## config.mk

```make
export PLATFORM = sky130hd
export DESIGN_NAME = mul_issue
export DESIGN_NICKNAME = d
export VERILOG_FILES = /design/src/rtl/mul_issue.sv
export SDC_FILE = /design/constraint.sdc
export NUM_CORES = 1
export LEC_CHECK = 0
export ABC_AREA = 1
export BUFFER_PORTS_ARGS = -buffer_cell sky130_fd_sc_hd__buf_2
export CAP_MARGIN = 40
export CORE_AREA = 8 8 178 180
export CTS_BUF_LIST = sky130_fd_sc_hd__clkbuf_16
export CTS_CLUSTER_DIAMETER = 30
export DETAILED_ROUTE_END_ITERATION = 12
export DIE_AREA = 0 0 186 188
export SYNTH_ARGS = -nofsm -noshare
export SYNTH_HDL_FRONTEND = slang
export SYNTH_SLANG_ARGS = --single-unit
```

## constraint.sdc

```tcl
create_clock -name clk -period 2.35 [get_ports clk]
set_clock_uncertainty 0.15 [all_clocks]
set_input_delay 0.3525 -clock clk [delete_from_list [all_inputs] [get_ports clk]]
set_output_delay 0.3525 -clock clk [all_outputs]
set_load 0.05 [all_outputs]
```

## src/rtl/mul_issue.sv

```systemverilog
// mul_issue -- requester-side controller for the shared Booth radix-4
// multiplier in the EXU.
//
// Accepts one RV64M multiply uop at a time (MUL, MULH, MULHSU, MULHU, MULW),
// forms the 65-bit signed operands, requests the multiplier with a
// valid/ready handshake, captures the single-cycle product pulse, selects
// the low half, the high half or a sign-extended word, and holds the result
// toward writeback until it is taken. A flush kills the in-flight op; if
// the multiplier has already accepted it, the controller waits in DRAIN
// for the product pulse and discards it.
//
// Optional feature (compile-time macro MUL_ZERO_BYPASS_EN):
//   when defined, an op whose formed operand is zero skips the multiplier
//   and presents a zero result in the cycle after accept.
//
// Parameters:
//   TAG_W            destination tag width
// Ports:
//   clk, rst         clock; synchronous active-high reset
//   flush            kill any in-flight op
//   in_valid/in_ready, in_op, in_src1, in_src2, in_tag
//                    issue-side handshake and op fields
//   out_valid/out_ready, out_result, out_tag
//                    writeback-side handshake and result
//   mul_valid/mul_ready, mul_multiplicand, mul_multiplier
//                    multiplier request handshake and 65-bit operands
//   mul_out_valid, mul_product
//                    multiplier one-cycle result pulse and 128-bit product

module mul_issue #(
    parameter int TAG_W = 5
) (
    input  logic             clk,
    input  logic             rst,
    input  logic             flush,
    input  logic             in_valid,
    output logic             in_ready,
    input  logic [2:0]       in_op,
    input  logic [63:0]      in_src1,
    input  logic [63:0]      in_src2,
    input  logic [TAG_W-1:0] in_tag,
    output logic             out_valid,
    input  logic             out_ready,
    output logic [63:0]      out_result,
    output logic [TAG_W-1:0] out_tag,
    output logic             mul_valid,
    input  logic             mul_ready,
    output logic [64:0]      mul_multiplicand,
    output logic [64:0]      mul_multiplier,
    input  logic             mul_out_valid,
    input  logic [127:0]     mul_product
);

    typedef enum logic [2:0] {S_IDLE, S_REQ, S_WAIT, S_DONE, S_DRAIN} state_t;
    typedef enum logic [1:0] {SEL_LO, SEL_HI, SEL_W} sel_t;

    state_t      state_q, state_d;
    sel_t        sel_q, sel_d;
    logic [64:0] opa_d, opb_d;
    logic [63:0] result_sel;
    logic        accept;
    logic        bypass;

    // Operand forming and result-select decode for the op being presented.
    // Undefined op encodings fall through to the MUL defaults.
    // NOTE: every variable gets a default before the case so no path leaves
    // it unassigned, which would otherwise infer a latch.
    always_comb begin
        sel_d = SEL_LO;
        opa_d = {in_src1[63], in_src1};
        opb_d = {in_src2[63], in_src2};
        case (in_op)
            3'b001: sel_d = SEL_HI;
            3'b010: begin
                sel_d = SEL_HI;
                opb_d = {1'b0, in_src2};
            end
            3'b011: begin
                sel_d = SEL_HI;
                opa_d = {1'b0, in_src1};
                opb_d = {1'b0, in_src2};
            end
            3'b100: begin
                sel_d = SEL_W;
                opa_d = {{33{in_src1[31]}}, in_src1[31:0]};
                opb_d = {{33{in_src2[31]}}, in_src2[31:0]};
            end
            default: ;
        endcase
    end

    assign in_ready = (state_q == S_IDLE);
    assign accept   = in_ready && in_valid && !flush;

`ifdef MUL_ZERO_BYPASS_EN
    // A zero operand makes every selection zero, so the multiplier is skipped.
    assign bypass = (opa_d == '0) || (opb_d == '0);
`else
    assign bypass = 1'b0;
`endif

    always_comb begin
        case (sel_q)
            SEL_HI:  result_sel = mul_product[127:64];
            SEL_W:   result_sel = {{32{mul_product[31]}}, mul_product[31:0]};
            default: result_sel = mul_product[63:0];
        endcase
    end

    // Next-state logic. Once the multiplier has taken a request it cannot be
    // aborted, so a flush after that point must wait out the product in DRAIN.
    always_comb begin
        state_d = state_q;
        case (state_q)
            S_IDLE:  if (accept) state_d = bypass ? S_DONE : S_REQ;
            S_REQ: begin
                if (flush)          state_d = mul_ready ? S_DRAIN : S_IDLE;
                else if (mul_ready) state_d = S_WAIT;
            end
            S_WAIT: begin
                if (mul_out_valid)  state_d = flush ? S_IDLE : S_DONE;
                else if (flush)     state_d = S_DRAIN;
            end
            S_DONE:  if (flush || out_ready) state_d = S_IDLE;
            S_DRAIN: if (mul_out_valid) state_d = S_IDLE;
            default: state_d = S_IDLE;
        endcase
    end

    // State register; the handshake outputs are registered from the next
    // state so they line up exactly with the state they describe.
    // NOTE: sequential state uses non-blocking assignments so every flop
    // samples the pre-edge values regardless of statement order.
    always_ff @(posedge clk) begin
        if (rst) begin
            state_q   <= S_IDLE;
            mul_valid <= 1'b0;
            out_valid <= 1'b0;
        end else begin
            state_q   <= state_d;
            mul_valid <= (state_d == S_REQ);
            out_valid <= (state_d == S_DONE);
        end
    end

    // Datapath registers. Operands are loaded only at accept, so they stay
    // stable for the whole REQ phase; the result loads only on a live product.
    // NOTE: these data registers are reset as well because their reset value
    // is visible on the ports.
    always_ff @(posedge clk) begin
        if (rst) begin
            sel_q            <= SEL_LO;
            out_tag          <= '0;
            out_result       <= '0;
            mul_multiplicand <= '0;
            mul_multiplier   <= '0;
        end else begin
            if (accept) begin
                sel_q            <= sel_d;
                out_tag          <= in_tag;
                mul_multiplicand <= opa_d;
                mul_multiplier   <= opb_d;
                if (bypass) out_result <= '0;
            end
            if ((state_q == S_WAIT) && mul_out_valid && !flush) begin
                out_result <= result_sel;
            end
        end
    end

endmodule

```

After elaboration in Yosys (flattened, before gate mapping)
Cells that the tools add are included.

Eq/ne operators: 12. Multiplexer cells: 14. Reduce and logical (&&, ||, !) cells: 9.

Operators by type and width (count): $pmux W65 S2 (2); $pmux W64 S2 (1); $mux W3 (8); $eq A3 B2 Y1 const B (5); $pmux W3 S5 (1); $eq A3 B1 Y1 const B (3); $eq A3 B3 Y1 const B (2); $logic_and A1 B1 Y1 (4); $pmux W2 S2 (1); $logic_not A3 Y1 (1); $reduce_or A3 Y1 (1); $eq A2 B1 Y1 const B (1); $eq A2 B2 Y1 const B (1); $mux W2 (1); $reduce_or A2 Y1 (1); $logic_not A1 Y1 (1); $logic_or A1 B1 Y1 (1).

Register bits: 206. Bits of input ports: 271. Output and inout bits: 202. Word-level logic and storage cells: 43.

Depth between registers and ports, before layout
Depth in word-level cells: 6. Gate-level depth with buffers: 9. Mapped depth without buffers: 8.

Worst setup path before layout
Ideal clock, no wire load.

Path type: register to register. Start: register sel_q[0]. End: register out_result[46]. Arrival time: 1458 ps. Setup slack: 677 ps. Stages on the path, launching flop included: 9. Cell sequence: dfxtp_1 inv_1 ha_1 nor2_2 clkbuf_1 nand2_1 nand3_1 nor2_1 nor2_1.

Cells in the longest elaborated chain, start to end: 2.

RTL lines: start: declaration (line 58) `sel_t sel_q, sel_d;`; start signal: assignment (line 159) `sel_q <= sel_d;`; $eq A2 B2 Y1 / $eq A2 B1 Y1 (equally long branches) (line 103) `case (sel_q)`; $pmux W64 S2 (*) (line 103); end signal: assignment (line 166) `out_result <= result_sel;`; end: declaration (line 44) `output logic [63:0] out_result,`.

Every way passes the cells marked *; elsewhere a longest branch is shown, timed or not. A chain may end at the register's enable or synchronous reset.

Worst setup path after layout
Start: register state_q[1]. End: output port in_ready.

Cells in the longest elaborated chain, start to end: 1.

RTL lines: start: declaration (line 57) `state_t state_q, state_d;`; start signal: assignment (line 140) `state_q <= state_d;`; $logic_not A3 Y1 (line 92) `assign in_ready = (state_q == S_IDLE);`; end: declaration (line 37) `output logic in_ready,`.

No other way between the ends.

==> results.sh <==
export IMPL_core_area_sq_mm=0.0290
export IMPL_fin_hold_ws_ps=17.1
export IMPL_synth_edf_count=0
export IMPL_globalRouteTotalUtil=0.195
export IMPL_stdcell_count=2202
export IMPL_clock_sinks=206
export IMPL_synthArstFlopShare=0
export IMPL_avgViaCountPerCell=4.66
export IMPL_drt_iter0_markers=479
export IMPL_syn_area_per_cell_sq_um=7.21
export IMPL_final_hold_viol_count=0
export IMPL_start_kind="register"
export IMPL_route_vias_total=10257
export IMPL_ir_drop_uv=727
export IMPL_initial_core_util=0.286
export IMPL_synth_cells=1150
export IMPL_grt_max_degree=78
export IMPL_maxCapViolations=0
export IMPL_dieArea_sq_mm=0.0350
export IMPL_dieHeight_um=188
export IMPL_layout_common_cells="buf_2 (472), nor2_1 (279), dfxtp_1 (206), nand2_1 (203), o21ai_0 (177)"
export IMPL_power_density_mw_per_mm2=869
export IMPL_p_comb_frac=0.161
export IMPL_max_stage_delay_ps=350
export IMPL_final_max_slew_viol_count=0
export IMPL_row_count=63
export IMPL_hold_class="input port to register"
export IMPL_seq_power_share=0.306
export IMPL_clk_latency_ps=520
export IMPL_synthFlopType="dfxtp_1"
export IMPL_slowest_stage="dfxtp_1"
export IMPL_grt_overflow=0
export IMPL_numCtsBuffers=51
export IMPL_routedWlPerCell_um=16.5
export IMPL_post_cts_resized=0
export IMPL_sw_frac_of_total=0.285
export IMPL_clock_path_buffers=3
export IMPL_pre_cts_ws_ps=370
export IMPL_drc=0
export IMPL_cts_tree="built"
export IMPL_path_clk_slew_ps=40
export IMPL_portBuffers=472
export IMPL_h_tree_depth=2
export IMPL_finish_utilization=0.490
export IMPL_ios=473
export IMPL_diodes=0
export IMPL_leakagePower_nw=7.38
export IMPL_endpoint_kind="primary output"
export IMPL_critPathRequiredTime_ps=1850
export IMPL_post_route_min_period_ps=2050
export IMPL_ys_seq_area_frac=0.497
export IMPL_synth_yosys_warnings=0
export IMPL_fmax_ghz=0.488
export IMPL_final_common_cell="buf_2"
export IMPL_min_period_over_period=0.872
export IMPL_dp_hpwl_mm=24.0
export IMPL_power_switching_mw=3.52
export IMPL_placed_area_sq_mm=0.0109
export IMPL_layout_nets=2043
export IMPL_drive_above_1_share=0.322
export IMPL_drtAntennaViolNets=0
export IMPL_setup_slack_ps=300
export IMPL_cp_cell_sequence="nor2_4, nand2_2, inv_1, buf_2"
export IMPL_clockPowerShare=0.533
export IMPL_synth_seq_cells=206
export IMPL_grt_pass1_wl_mm=55.7
export IMPL_drtPass1Iterations=7
export IMPL_cts_root_buf="clkbuf_16"
export IMPL_place_congestion=0.827
export IMPL_p_int_mw=8.85
export IMPL_p_total_mw=12.4
export IMPL_cts_repair_timing_setup_buffer_count=0
export IMPL_cp_arrival_ps=1550
export IMPL_drt_wl_total_mm=36.3
export IMPL_max_slew_margin_rel=0.533
export IMPL_synthesis_nets=1423
export IMPL_die_width_um=186
export IMPL_ys_types=23
export IMPL_antenna_found_initial=0
export IMPL_worstSetupPathType="register to primary output"
export IMPL_fin_setup_tns_ps=0
export IMPL_status="finished clean"
export IMPL_placedCellCount=1943
export IMPL_first_global_vias=10472
export IMPL_rsz0062_at_grt="no"
export IMPL_syn_to_final_growth_pct=71.5
export IMPL_postLayoutCellArea_sq_mm=0.0142
export IMPL_tightest_slew_ps=701
export IMPL_netlist_area_sq_mm=0.00829
export IMPL_setup_viol=0
export IMPL_path_max_fanout=5
[layout make-up]
cell class                 instances  area, sq um
fill                            2769        14800
multi-input combinational        838         3670
timing repair buffer             656         4230
tap                              390          488
clock inverter                    42          325
sequential                       206         4120
inverter                          17         66.3
clock buffer                      53         1330
[power groups by stage]
stage	logic (mW)	registers [mW]	clock network (mW)
2_1_floorplan	0.535	4.45	0
6_report	1.99	3.78	6.59
3_3_place_gp	1.76	3.83	0
4_1_cts	1.99	3.78	6.71
3_5_place_dp	1.76	3.83	0
5_1_grt	2.14	3.80	6.93
[final timing paths]
path	to	slack [ps]	cells past startpoint	from
worst max-delay path	in_ready	300	4	state_q[1]
worst min-delay path	out_result[45]	20	5	mul_product[109]
worst max register to register	out_result[6]	320	8	sel_q[0]
worst min register to register	mul_multiplicand[31]	330	2	mul_multiplicand[31]
[state kept, by name (all words and copies together) (netlist names)]
signal / cells
mul_multiplicand: 65
mul_valid: 1
out_result: 64
sel_q: 2
mul_multiplier: 65
state_q: 3
out_tag: 5
out_valid: 1
[metal layers]
| metal | GRT usage | wire (um) |
|---|---|---|
| met5 | 0 | 0 |
| met4 | 0.0977 | 1510 |
| met3 | 0.0644 | 3840 |
| met2 | 0.328 | 17000 |
| met1 | 0.217 | 14000 |
[worst max-delay path: cells and delay by family (launching register included)]
family                 cells  cell delay (ps)
and+or+nand+nor            2              300
DFF                        1              350
buffers and inverters      2              370
[repair_timing]
action                                  CTS  global route
hold endpoints to repair                165             0
endpoints found under the setup margin    0             0
hold buffers                            164             0
[Yosys cell counts (3+ instances only)]
library cell	count	area, sq um
o21ai_1	59	295
nand2_1	204	766
nor2_1	279	1050
nand3_1	35	175
inv_2	3	11.3
buf_6	11	124
dfxtp_1	206	4120
a21oi_1	69	345
buf_2	36	180
clkbuf_1	41	154
inv_1	14	52.6
o21ai_0	177	886
[cells by family (layout without fill, tap and decap cells)]
kind of cell	Yosys count	in the layout	synth area share
AND/OR/NAND/NOR	528	528	0.249
flip-flops	206	206	0.497
adder cells (fa/ha/maj)	2	2	0.00302
AO/OA/AOI/OAI	308	308	0.187
buffers and inverters	106	768	0.0634
Note: power is estimated with default switching activity, not from simulation.
